**src/rtl/imem_arbiter_pkg.sv**
```systemverilog
// imem_arbiter_pkg: shared encodings for the instruction-memory arbiter.
// Holds the BOOT/RUN state type, the read-owner type and the byte-to-word
// shift used to derive the memory word index from a byte address.
package imem_arbiter_pkg;

   typedef enum logic {
      ST_BOOT = 1'b0,
      ST_RUN  = 1'b1
   } arb_state_e;

   typedef enum logic [1:0] {
      OWN_NONE  = 2'd0,
      OWN_FETCH = 2'd1,
      OWN_LOAD  = 2'd2
   } arb_owner_e;

   // Byte address bit where the word index starts (32-bit words).
   localparam int unsigned WORD_LSB = 2;

endpackage

```
**src/rtl/imem_arbiter_if.sv**
```systemverilog
// imem_arbiter_if: bundles the fetch port, loader port, status outputs and
// memory command bus of the arbiter. "slave" is the arbiter side, "master"
// is the environment (CPU, loader and memory) side.
interface imem_arbiter_if #(
   parameter int DEPTH_LOG2 = 6
) ();

   logic                  fetch_req;
   logic [31:0]           fetch_addr;
   logic                  fetch_gnt;
   logic                  fetch_rvalid;
   logic [31:0]           fetch_rdata;

   logic                  load_req;
   logic                  load_we;
   logic [31:0]           load_addr;
   logic [31:0]           load_wdata;
   logic                  load_gnt;
   logic                  load_rvalid;
   logic [31:0]           load_rdata;
   logic                  load_done;

   logic                  mem_en;
   logic                  mem_we;
   logic [DEPTH_LOG2-1:0] mem_addr;
   logic [31:0]           mem_wdata;
   logic [31:0]           mem_rdata;

   logic                  stall;
   logic                  booted;
   logic                  align_err;

   modport slave (
      input  fetch_req, fetch_addr,
      input  load_req, load_we, load_addr, load_wdata, load_done,
      input  mem_rdata,
      output fetch_gnt, fetch_rvalid, fetch_rdata,
      output load_gnt, load_rvalid, load_rdata,
      output mem_en, mem_we, mem_addr, mem_wdata,
      output stall, booted, align_err
   );

   modport master (
      output fetch_req, fetch_addr,
      output load_req, load_we, load_addr, load_wdata, load_done,
      output mem_rdata,
      input  fetch_gnt, fetch_rvalid, fetch_rdata,
      input  load_gnt, load_rvalid, load_rdata,
      input  mem_en, mem_we, mem_addr, mem_wdata,
      input  stall, booted, align_err
   );

endinterface

```
**src/rtl/imem_arb_starve.sv**
```systemverilog
// imem_arb_starve: counts consecutive RUN cycles in which fetch asked but was
// denied. The count saturates at STARVE_MAX; force_fetch is high while the
// count sits at that ceiling so the arbiter lets fetch win over load.
module imem_arb_starve #(
   parameter int STARVE_MAX = 4
) (
   input  logic clk,
   input  logic reset,
   input  logic run,
   input  logic fetch_req,
   input  logic fetch_gnt,
   output logic force_fetch
);

   localparam int CW = $clog2(STARVE_MAX + 1);
   localparam logic [CW-1:0] CNT_MAX = CW'(STARVE_MAX);

   logic [CW-1:0] cnt_d, cnt_q;

   // Next count: clear when fetch is served or idle, count denials in RUN.
   always_comb begin
      cnt_d = cnt_q;
      if (!fetch_req || fetch_gnt) begin
         cnt_d = '0;
      end else if (run && (cnt_q != CNT_MAX)) begin
         cnt_d = cnt_q + CW'(1);
      end else begin
         cnt_d = cnt_q;
      end
   end

   // Counter register with synchronous active-low reset.
   always_ff @(posedge clk) begin
      if (!reset) begin
         cnt_q <= '0;
      end else begin
         cnt_q <= cnt_d;
      end
   end

   assign force_fetch = (cnt_q == CNT_MAX);

endmodule

```
**src/rtl/imem_arbiter.sv**
```systemverilog
// imem_arbiter: shares one single-port instruction memory between the CPU
// fetch port and a loader/debug port. In BOOT only the loader is served; a
// load_done pulse moves to RUN, where load has priority unless fetch has been
// starved for STARVE_MAX cycles. Read data returns one cycle after the grant.
// Optional build macro IMEM_ARB_ALIGN_CHK_EN: misaligned granted requests are
// acknowledged but not issued to memory, and raise a sticky align_err.
module imem_arbiter
   import imem_arbiter_pkg::*;
#(
   parameter int DEPTH_LOG2 = 6,
   parameter int STARVE_MAX = 4
) (
   input  logic           clk,
   input  logic           reset,
   imem_arbiter_if.slave  bus
);

   arb_state_e             state_d, state_q;
   arb_owner_e             rd_owner_d, rd_owner_q;
   logic                   force_fetch_s;
   logic                   fetch_gnt_s;
   logic                   load_gnt_s;
   logic [31:0]            gnt_addr_s;
   logic                   misalign_s;
   logic                   mem_en_s;
   logic                   mem_we_s;
   logic [31:0]            fetch_rdata_d, fetch_rdata_q;
   logic [31:0]            load_rdata_d, load_rdata_q;
   logic                   fetch_rvalid_s;
   logic                   load_rvalid_s;
   logic                   unused_addr_s;

   imem_arb_starve #(
      .STARVE_MAX (STARVE_MAX)
   ) u_starve (
      .clk         (clk),
      .reset       (reset),
      .run         (state_q == ST_RUN),
      .fetch_req   (bus.fetch_req),
      .fetch_gnt   (fetch_gnt_s),
      .force_fetch (force_fetch_s)
   );

   // Grant decision: loader only in BOOT; in RUN load wins unless fetch is starved.
   always_comb begin
      fetch_gnt_s = 1'b0;
      load_gnt_s  = 1'b0;
      if (!reset) begin
         fetch_gnt_s = 1'b0;
         load_gnt_s  = 1'b0;
      end else begin
         case (state_q)
            ST_BOOT: begin
               load_gnt_s = bus.load_req;
            end
            ST_RUN: begin
               if (bus.fetch_req && (!bus.load_req || force_fetch_s)) begin
                  fetch_gnt_s = 1'b1;
               end else begin
                  load_gnt_s = bus.load_req;
               end
            end
            default: begin
               fetch_gnt_s = 1'b0;
               load_gnt_s  = 1'b0;
            end
         endcase
      end
   end

   // Address of whichever port holds the grant this cycle.
   always_comb begin
      gnt_addr_s = 32'd0;
      if (fetch_gnt_s) begin
         gnt_addr_s = bus.fetch_addr;
      end else if (load_gnt_s) begin
         gnt_addr_s = bus.load_addr;
      end else begin
         gnt_addr_s = 32'd0;
      end
   end

`ifdef IMEM_ARB_ALIGN_CHK_EN
   logic align_err_d, align_err_q;

   assign misalign_s = (fetch_gnt_s || load_gnt_s) && (gnt_addr_s[1:0] != 2'b00);

   // Sticky flag: any misaligned granted request sets it until reset.
   always_comb begin
      align_err_d = align_err_q | misalign_s;
   end

   // Alignment error register with synchronous active-low reset.
   always_ff @(posedge clk) begin
      if (!reset) begin
         align_err_q <= 1'b0;
      end else begin
         align_err_q <= align_err_d;
      end
   end

   assign bus.align_err = align_err_q;
`else
   assign misalign_s    = 1'b0;
   assign bus.align_err = 1'b0;
`endif

   assign mem_en_s = (fetch_gnt_s || load_gnt_s) && !misalign_s;
   assign mem_we_s = mem_en_s && load_gnt_s && bus.load_we;

   // Bits outside the word index are ignored: the address wraps modulo depth.
   assign unused_addr_s = ^{gnt_addr_s[31:DEPTH_LOG2+WORD_LSB], gnt_addr_s[WORD_LSB-1:0]};

   // Next-state logic: BOOT leaves on load_done, RUN is only left by reset.
   always_comb begin
      state_d = state_q;
      case (state_q)
         ST_BOOT: begin
            if (bus.load_done) begin
               state_d = ST_RUN;
            end else begin
               state_d = ST_BOOT;
            end
         end
         ST_RUN: begin
            state_d = ST_RUN;
         end
         default: begin
            state_d = ST_BOOT;
         end
      endcase
   end

   // Remember which port issued a memory read so its data is steered next cycle.
   always_comb begin
      rd_owner_d = OWN_NONE;
      if (mem_en_s && !mem_we_s) begin
         if (fetch_gnt_s) begin
            rd_owner_d = OWN_FETCH;
         end else begin
            rd_owner_d = OWN_LOAD;
         end
      end else begin
         rd_owner_d = OWN_NONE;
      end
   end

   assign fetch_rvalid_s = reset && (rd_owner_q == OWN_FETCH);
   assign load_rvalid_s  = reset && (rd_owner_q == OWN_LOAD);

   // Read-data hold registers: capture returned data, otherwise keep last value.
   always_comb begin
      fetch_rdata_d = fetch_rdata_q;
      load_rdata_d  = load_rdata_q;
      if (fetch_rvalid_s) begin
         fetch_rdata_d = bus.mem_rdata;
      end else begin
         fetch_rdata_d = fetch_rdata_q;
      end
      if (load_rvalid_s) begin
         load_rdata_d = bus.mem_rdata;
      end else begin
         load_rdata_d = load_rdata_q;
      end
   end

   // State, read-owner and held read-data registers.
   always_ff @(posedge clk) begin
      if (!reset) begin
         state_q       <= ST_BOOT;
         rd_owner_q    <= OWN_NONE;
         fetch_rdata_q <= 32'd0;
         load_rdata_q  <= 32'd0;
      end else begin
         state_q       <= state_d;
         rd_owner_q    <= rd_owner_d;
         fetch_rdata_q <= fetch_rdata_d;
         load_rdata_q  <= load_rdata_d;
      end
   end

   assign bus.fetch_gnt    = fetch_gnt_s;
   assign bus.load_gnt     = load_gnt_s;
   assign bus.fetch_rvalid = fetch_rvalid_s;
   assign bus.load_rvalid  = load_rvalid_s;
   assign bus.fetch_rdata  = fetch_rvalid_s ? bus.mem_rdata : fetch_rdata_q;
   assign bus.load_rdata   = load_rvalid_s  ? bus.mem_rdata : load_rdata_q;
   assign bus.mem_en       = mem_en_s;
   assign bus.mem_we       = mem_we_s;
   assign bus.mem_addr     = gnt_addr_s[DEPTH_LOG2+WORD_LSB-1:WORD_LSB];
   assign bus.mem_wdata    = load_gnt_s ? bus.load_wdata : 32'd0;
   assign bus.stall        = bus.fetch_req && !fetch_gnt_s;
   assign bus.booted       = (state_q == ST_RUN);

endmodule

```
**src/flat_wrapper.sv**
```systemverilog
// flat-port wrapper written by rule: the top's interface ports become plain ports
module imem_arbiter_flat import imem_arbiter_pkg::*;
#(
   parameter int DEPTH_LOG2 = 6,
   parameter int STARVE_MAX = 4
)
  (clk, reset, bus_fetch_req, bus_fetch_addr, bus_load_req, bus_load_we, bus_load_addr, bus_load_wdata, bus_load_done, bus_mem_rdata, bus_fetch_gnt, bus_fetch_rvalid, bus_fetch_rdata, bus_load_gnt, bus_load_rvalid, bus_load_rdata, bus_mem_en, bus_mem_we, bus_mem_addr, bus_mem_wdata, bus_stall, bus_booted, bus_align_err);
  imem_arbiter_if #(.DEPTH_LOG2(DEPTH_LOG2)) bus_i ();
  input  logic clk;
  input  logic reset;
  input wire logic [$bits(bus_i.fetch_req)-1:0] bus_fetch_req;
  input wire logic [$bits(bus_i.fetch_addr)-1:0] bus_fetch_addr;
  input wire logic [$bits(bus_i.load_req)-1:0] bus_load_req;
  input wire logic [$bits(bus_i.load_we)-1:0] bus_load_we;
  input wire logic [$bits(bus_i.load_addr)-1:0] bus_load_addr;
  input wire logic [$bits(bus_i.load_wdata)-1:0] bus_load_wdata;
  input wire logic [$bits(bus_i.load_done)-1:0] bus_load_done;
  input wire logic [$bits(bus_i.mem_rdata)-1:0] bus_mem_rdata;
  output wire logic [$bits(bus_i.fetch_gnt)-1:0] bus_fetch_gnt;
  output wire logic [$bits(bus_i.fetch_rvalid)-1:0] bus_fetch_rvalid;
  output wire logic [$bits(bus_i.fetch_rdata)-1:0] bus_fetch_rdata;
  output wire logic [$bits(bus_i.load_gnt)-1:0] bus_load_gnt;
  output wire logic [$bits(bus_i.load_rvalid)-1:0] bus_load_rvalid;
  output wire logic [$bits(bus_i.load_rdata)-1:0] bus_load_rdata;
  output wire logic [$bits(bus_i.mem_en)-1:0] bus_mem_en;
  output wire logic [$bits(bus_i.mem_we)-1:0] bus_mem_we;
  output wire logic [$bits(bus_i.mem_addr)-1:0] bus_mem_addr;
  output wire logic [$bits(bus_i.mem_wdata)-1:0] bus_mem_wdata;
  output wire logic [$bits(bus_i.stall)-1:0] bus_stall;
  output wire logic [$bits(bus_i.booted)-1:0] bus_booted;
  output wire logic [$bits(bus_i.align_err)-1:0] bus_align_err;
  assign bus_i.fetch_req = bus_fetch_req;
  assign bus_i.fetch_addr = bus_fetch_addr;
  assign bus_i.load_req = bus_load_req;
  assign bus_i.load_we = bus_load_we;
  assign bus_i.load_addr = bus_load_addr;
  assign bus_i.load_wdata = bus_load_wdata;
  assign bus_i.load_done = bus_load_done;
  assign bus_i.mem_rdata = bus_mem_rdata;
  assign bus_fetch_gnt = bus_i.fetch_gnt;
  assign bus_fetch_rvalid = bus_i.fetch_rvalid;
  assign bus_fetch_rdata = bus_i.fetch_rdata;
  assign bus_load_gnt = bus_i.load_gnt;
  assign bus_load_rvalid = bus_i.load_rvalid;
  assign bus_load_rdata = bus_i.load_rdata;
  assign bus_mem_en = bus_i.mem_en;
  assign bus_mem_we = bus_i.mem_we;
  assign bus_mem_addr = bus_i.mem_addr;
  assign bus_mem_wdata = bus_i.mem_wdata;
  assign bus_stall = bus_i.stall;
  assign bus_booted = bus_i.booted;
  assign bus_align_err = bus_i.align_err;
  imem_arbiter #(.DEPTH_LOG2(DEPTH_LOG2), .STARVE_MAX(STARVE_MAX)) u_core (.clk(clk), .reset(reset), .bus(bus_i));
endmodule
```
**config.mk**
```make
export PLATFORM = sky130hd
export DESIGN_NAME = imem_arbiter_flat
export DESIGN_NICKNAME = d
export VERILOG_FILES = /design/src/rtl/imem_arbiter_pkg.sv /design/src/rtl/imem_arbiter_if.sv /design/src/rtl/imem_arb_starve.sv /design/src/rtl/imem_arbiter.sv /design/src/flat_wrapper.sv
export SDC_FILE = /design/constraint.sdc
export NUM_CORES = 1
export LEC_CHECK = 0
export ABC_CLOCK_PERIOD_IN_PS = 1800
export CAP_MARGIN = 10
export CORE_MARGIN = 8
export CORE_UTILIZATION = 31
export DETAILED_ROUTE_END_ITERATION = 10
export PLACE_DENSITY = 0.74
export SLEW_MARGIN = 0
export SYNTH_ARGS = -nofsm -noshare
export SYNTH_HDL_FRONTEND = slang
export SYNTH_SLANG_ARGS = --single-unit
```
**constraint.sdc**
```tcl
create_clock -name clk -period 1.8 [get_ports clk]
set_clock_uncertainty 0.2 [all_clocks]
set_input_delay 0.45 -clock clk [delete_from_list [all_inputs] [get_ports clk]]
set_output_delay 0.45 -clock clk [all_outputs]
set_load 0.02 [all_outputs]
```
== After elaboration in Yosys (flattened, before gate mapping) ==
Cells that the tools add are included.

* Register bits after elaboration: 70
* ROM bits: 0
* Latch bits: 0
* Logic and storage cells: 43
* Bits in writable memories: 0
* Output and inout bits: 111
* Memories: 0
* Bits of input ports: 134

* Multipliers: 0
* Add/subtract/negate cells: 1
* Reductions and logical operators: 17
* Bitwise logic cells: 2
* Order comparisons: 0
* Shifts and indexed selects: 0
* Divide/modulo/power cells: 0
* Equal/unequal tests: 4
* Muxes and demuxes: 14

{| class="wikitable"
|+ Operators by type and width
! cell !! number
|-
| 32-bit 2-to-1 mux || 3
|-
| 8-bit 2-to-1 mux || 2
|-
| 1-bit logical AND || 8
|-
| 1-bit 2-to-1 mux || 6
|-
| 1-bit logical NOT || 4
|-
| 1-bit case mux with 2 select lines || 2
|-
| 3-bit by 1-bit adder with 3-bit output, second input constant || 1
|-
| 3-bit == test, second input constant || 1
|-
| 1-bit logical OR || 3
|-
| 3-bit != test, second input constant || 1
|-
| 2-bit by 1-bit == test with 1-bit output, second input constant || 1
|-
| 2-bit == test, second input constant || 1
|-
| 2-bit 2-to-1 mux || 1
|-
| 1-bit inverter || 2
|-
| 2-bit AND reduction || 1
|-
| 2-bit OR reduction || 1
|}

== Depth between registers and ports, before layout ==
Gate-level depths: netlist (run 1).

* Depth in word-level cells: 12
* Depth in mapped cells: 5
* Mapped depth without buffers: 5

== Cells and area by module ==
A second synthesis (run 1) with hierarchy kept.

* Cell total of the unflattened synthesis: 433
* Area total of the unflattened synthesis: 4021.4 um^2

{| class="wikitable"
|+ By module, submodules not included
! module !! sequential area each (um^2) !! area an instance (um^2) !! cells each !! times used
|-
| imem_arbiter || 1341.3 || 3819.9 || 414 || 1
|-
| imem_arb_starve || 60.1 || 201.4 || 19 || 1
|}

== Worst setup path before layout (run 1) ==
OpenSTA, ideal clock, no wires.

* Path type: reg2out
* Start point: register u_core.u_starve.cnt_q[0]
* End point: output port bus_stall
* Path buffers: 0
* Arrival: 1.559 ns
* Slack: -0.409 ns
* Cell stages (with the launch flop): 6
* Required time: 1.150 ns
* Path through: dfxtp_1 -> inv_1 -> ha_1 -> a21boi_0 -> nor2_2 -> nor2b_1

* Cells in the longest elaborated chain, start to end: 8

{| class="wikitable"
|+ Ends and longest elaborated chain
! what !! line !! RTL
|-
| start: declaration || imem_arb_starve.sv:18 || <nowiki>logic [CW-1:0] cnt_d, cnt_q;</nowiki>
|-
| start signal: assignment || imem_arb_starve.sv:37 || <nowiki>cnt_q <= cnt_d;</nowiki>
|-
| 3-bit == test || imem_arb_starve.sv:41 || <nowiki>assign force_fetch = (cnt_q == CNT_MAX);</nowiki>
|-
| 1-bit logical OR || imem_arbiter.sv:57 || <nowiki>if (bus.fetch_req && (!bus.load_req || force_fetch_s)) begin</nowiki>
|-
| 1-bit logical AND || imem_arbiter.sv:57 ||
|-
| 1-bit 2-to-1 mux || imem_arbiter.sv:57 ||
|-
| 1-bit 2-to-1 mux || imem_arbiter.sv:52 || <nowiki>case (state_q)</nowiki>
|-
| 1-bit 2-to-1 mux || imem_arbiter.sv:48 || <nowiki>if (!reset) begin</nowiki>
|-
| via bus_fetch_gnt || flat_wrapper.sv:19 || <nowiki>output wire logic [$bits(bus_i.fetch_gnt)-1:0] bus_fetch_gnt;</nowiki>
|-
| 1-bit logical NOT || imem_arbiter.sv:192 || <nowiki>assign bus.stall = bus.fetch_req && !fetch_gnt_s;</nowiki>
|-
| 1-bit logical AND || imem_arbiter.sv:192 ||
|-
| end: declaration || flat_wrapper.sv:29 || <nowiki>output wire logic [$bits(bus_i.stall)-1:0] bus_stall;</nowiki>
|}

The timed path passes the listed nets, and every way through them passes these cells.

== Worst setup path in the final report (run 1) ==
* Start point: register u_core.u_starve.cnt_q[0]
* End point: output port bus_mem_addr[1]

* Cells in the longest elaborated chain, start to end: 8
* Elaborated cells on any way between the ends: 11
* Those cells by class: eq/ne: 1; mux: 8; reduce/logical: 2

{| class="wikitable"
|+ Ends and longest elaborated chain
! what !! line !! RTL
|-
| 3-bit == test (*) || imem_arb_starve.sv:41 ||
|-
| 1-bit logical OR (*) || imem_arbiter.sv:57 ||
|-
| 1-bit logical AND (*) || imem_arbiter.sv:57 ||
|-
| 1-bit 2-to-1 mux || imem_arbiter.sv:57 ||
|-
| 1-bit case mux with 2 select lines || imem_arbiter.sv:52 ||
|-
| 1-bit 2-to-1 mux || imem_arbiter.sv:48 ||
|-
| 8-bit 2-to-1 mux || imem_arbiter.sv:76 || <nowiki>end else if (load_gnt_s) begin</nowiki>
|-
| 8-bit 2-to-1 mux (*) || imem_arbiter.sv:74 || <nowiki>if (fetch_gnt_s) begin</nowiki>
|-
| end: declaration || flat_wrapper.sv:27 || <nowiki>output wire logic [$bits(bus_i.mem_addr)-1:0] bus_mem_addr;</nowiki>
|}

Every way passes the cells marked *; elsewhere a longest branch is shown, timed or not.

==> results of run 1 <==
-- where the power goes --
group / switching, uW / internal, uW
sequential: 9.89 / 1570
combinational: 320 / 503
clock: 573 / 744
-- area by class of cell --
cell class / instances / area [um2]
inverters: 5 / 21.3
repair buffers: 244 / 2750
clock inverters: 3 / 42.5
fillers: 835 / 4100
well taps: 140 / 175
multi-input cells: 193 / 1990
flip-flops and latches: 70 / 1410
clock buffers: 12 / 165
-- synthesized netlist by cell type, drive strengths merged --
master,count
nor3b,1
a21boi,1
conb,1
clkbuf,9
inv,5
nand3,3
nand4b,1
o21ai,2
mux2,64
and2,97
o21a,1
nand3b,2
a21oi,3
buf,10
nor2,2
nand2,4
dfxtp,70
nor2b,2
ha,2
a41oi,1
a22o,6
-- worst min-delay path by stage --
stage | end | cells after the start
2_1_floorplan | u_core.u_starve.cnt_q[1] | 2
3_3_place_gp | u_core.u_starve.cnt_q[2] | 2
3_5_place_dp | u_core.fetch_rdata_q[19] | 2
4_1_cts | u_core.u_starve.cnt_q[2] | 2
5_1_grt | u_core.fetch_rdata_q[23] | 2
6_report | u_core.u_starve.cnt_q[2] | 2
-- sequential cells by signal, summed over array words and instances (netlist names) --
name                   flops
u_core.bus.booted          1
u_core.fetch_rdata_q      32
u_core.load_rdata_q       32
u_core.rd_owner_q          2
u_core.u_starve.cnt_q      3
-- worst max-delay path, delay by kind of cell (launching register included) --
kind                       cells  cell delay, ns
buffers and inverters          4            0.52
adders and majority gates      1            0.16
AOI/OAI and AO/OA              2            0.38
DFF                            1            0.33
-- layer usage --
metal / track usage / share of wire
met2: 0.261 / 0.51
met4: 0.0422 / 0.012
met3: 0.0850 / 0.11
met5: 0 / 0
met1: 0.160 / 0.38
-- cells by family after synthesis --
family | after synthesis | synth area share
adder cells (fa/ha/maj) | 2 | 0.00750
buffers and inverters | 24 | 0.0435
multiplexers | 64 | 0.281
flip-flops | 70 | 0.420
AND/OR/NAND/NOR | 112 | 0.214
AO/OA/AOI/OAI | 14 | 0.0326
other | 1 | 0.00112
-- stage by stage --
step	total power [uW]	hold slack, ns	std cells	util
2_1_floorplan	1950	0.253	287	-
3_3_place_gp	2330	0.344	617	0.532
3_5_place_dp	2340	0.362	617	0.532
4_1_cts	3730	0.383	648	0.581
5_1_grt	3880	0.408	667	0.615
6_report	3720	0.384	667	0.615
-- repair_timing --
| item | in CTS | in global routing |
|---|---|---|
| pin swaps | 3 | 5 |
| gates resized for setup | 587 | 116 |
| buffers inserted | 10 | 19 |
| gates cloned | 6 | 4 |
| setup endpoints to repair | 110 | 110 |
==> impl_results.md, run 1 <==
* Highest-count cells in the layout ignoring fill and taps: buf_6 (118), clkdlybuf4s50_1 (78), dfxtp_1 (65)
* Row count at 38
* FMAX at around 420 MHz
* Die area at between 0.01 and 0.015 mm2
* GRT overflow at 0
* Setup slack after layout at -0.563 ns
* Critical path's most frequent cell: buf_6
* Routability congestion estimate at 0.739
* # diodes at 0
* Tcrit/Tclk final at 1.31
* DRC at 0
* Final hold vios at 0
* Max-cap violation count at 0
* Num CTS Buffers at 9
* Synth Net Count at ~420
* Detailed Route WL at around 12 mm
* Delay of the slowest critical-path stage at 0.33 ns
* Ports at between 200 and 250
* Worst setup path start: u_core.u_starve.cnt_q[0]
* Placed cell area at between 0.005 and 0.006 mm2
* Area Overhead vs Synth at 96.4%
* Clock Path Buffers at 2
* Share of cells above drive strength 1 at 0.569
* Sink Count at 70
* R2R Path End: u_core.load_rdata_q[22]
* RSZ-0062 raised after global routing: true
* Crit Path Max Fanout at 5
* Synth area leader: dfxtp_1
* Synthesized flop and latch total at 70
* Pre-CTS setup slack at -1.16 ns
* Cts hold-fix bufs at 0
* CP max-delay cell: dfxtp_2
* CTS tree: done
* Outcome: finished, violations left
* Worst skew pair latency at ~0.33 ns
* Worst hold path type: register to register
* DRT Pass-1 Iters at 4
* Pwr dens at approximately 570 mW/mm2
* Die W at ~120 um
* Routed len/inst at around 18 um
* Initial antenna violation count at 0
* Post-synth cell types at 25
* Worst r2r src: u_core.rd_owner_q[1]
* Commonest non-fill, non-tap cell in the layout: buf_6
* Period minus WS final at approximately 2.4 ns
* First-pass GRT wire length at approximately 18 mm
* Cell Area, Synth at approximately 0.0033 mm2
* Worst-path clk slew at approximately 0.07 ns
* Starting DRT DRC Count at roughly 150
* Reg2Reg Depth at 7
* Seq/Total Area, Yosys at 0.420
* Worst Path Arrival at approximately 1.7 ns
* Crit-path cells: inv_2 > ha_4 > a41oi_4 > buf_6 > buf_16 > a22o_4 > buf_6
* Synth top area cells: dfxtp_1 (42%), mux2_4 (26%), and2_1 (18%)
* Post-DP HPWL at 8.16 mm
* Nets@finish at between 600 and 700
* TNS Setup at -51.36 ns
* H-tree Lvls at 3
* Post-synth top area share at 0.420
* Vias in the first global route at 3195
* Endpoints failing setup at roughly 110
* All-Layer GR Usage at 0.153
* Initial Utilization at 0.313
* Placeable Area at between 0.01 and 0.015 mm2
* Total number of vias at around 3000
* Die Ht at 120 um
* Largest net degree at the start of global routing at 43
* Crit path kind: register to output port
* Failing checks: setup timing
* Number of port buffers at about 190
* Leakage at 0.00318 uW
* Worst hold start: u_core.u_starve.cnt_q[2]
* Critical Path End: bus_mem_addr[1]
* Synth warn at 0
* CP Capture Type: output port
* Peak VDD IR at about 380 uV
* Post-route ant nets at 0
* Max-slew violations at 0
* Clock Root Buffer: clkbuf_8
* Worst endpoint required time at about 1.2 ns
* Drt via density at between 4 and 5
* Post-route cell area at approximately 0.0066 mm2
* Cells after synthesis at ~290
* Reg-to-reg setup timing slack at ~0.030 ns
* Avg Cell Area, Syn at approximately 12 um2
* Crit start category: register
(Power assumes the default switching activity.)
==> run 2: changes to the inputs <==
Settings changed: CTS_CLUSTER_DIAMETER from default to 50.
==> results of run 2 <==
Same layout as run 1: the final DEF is identical, and so are final timing and power.
==> run 3: changes to the inputs <==
Settings changed: HOLD_SLACK_MARGIN from default to 0.06.
==> results of run 3 <==
Same layout as run 1: the final DEF is identical, and so are final timing and power.
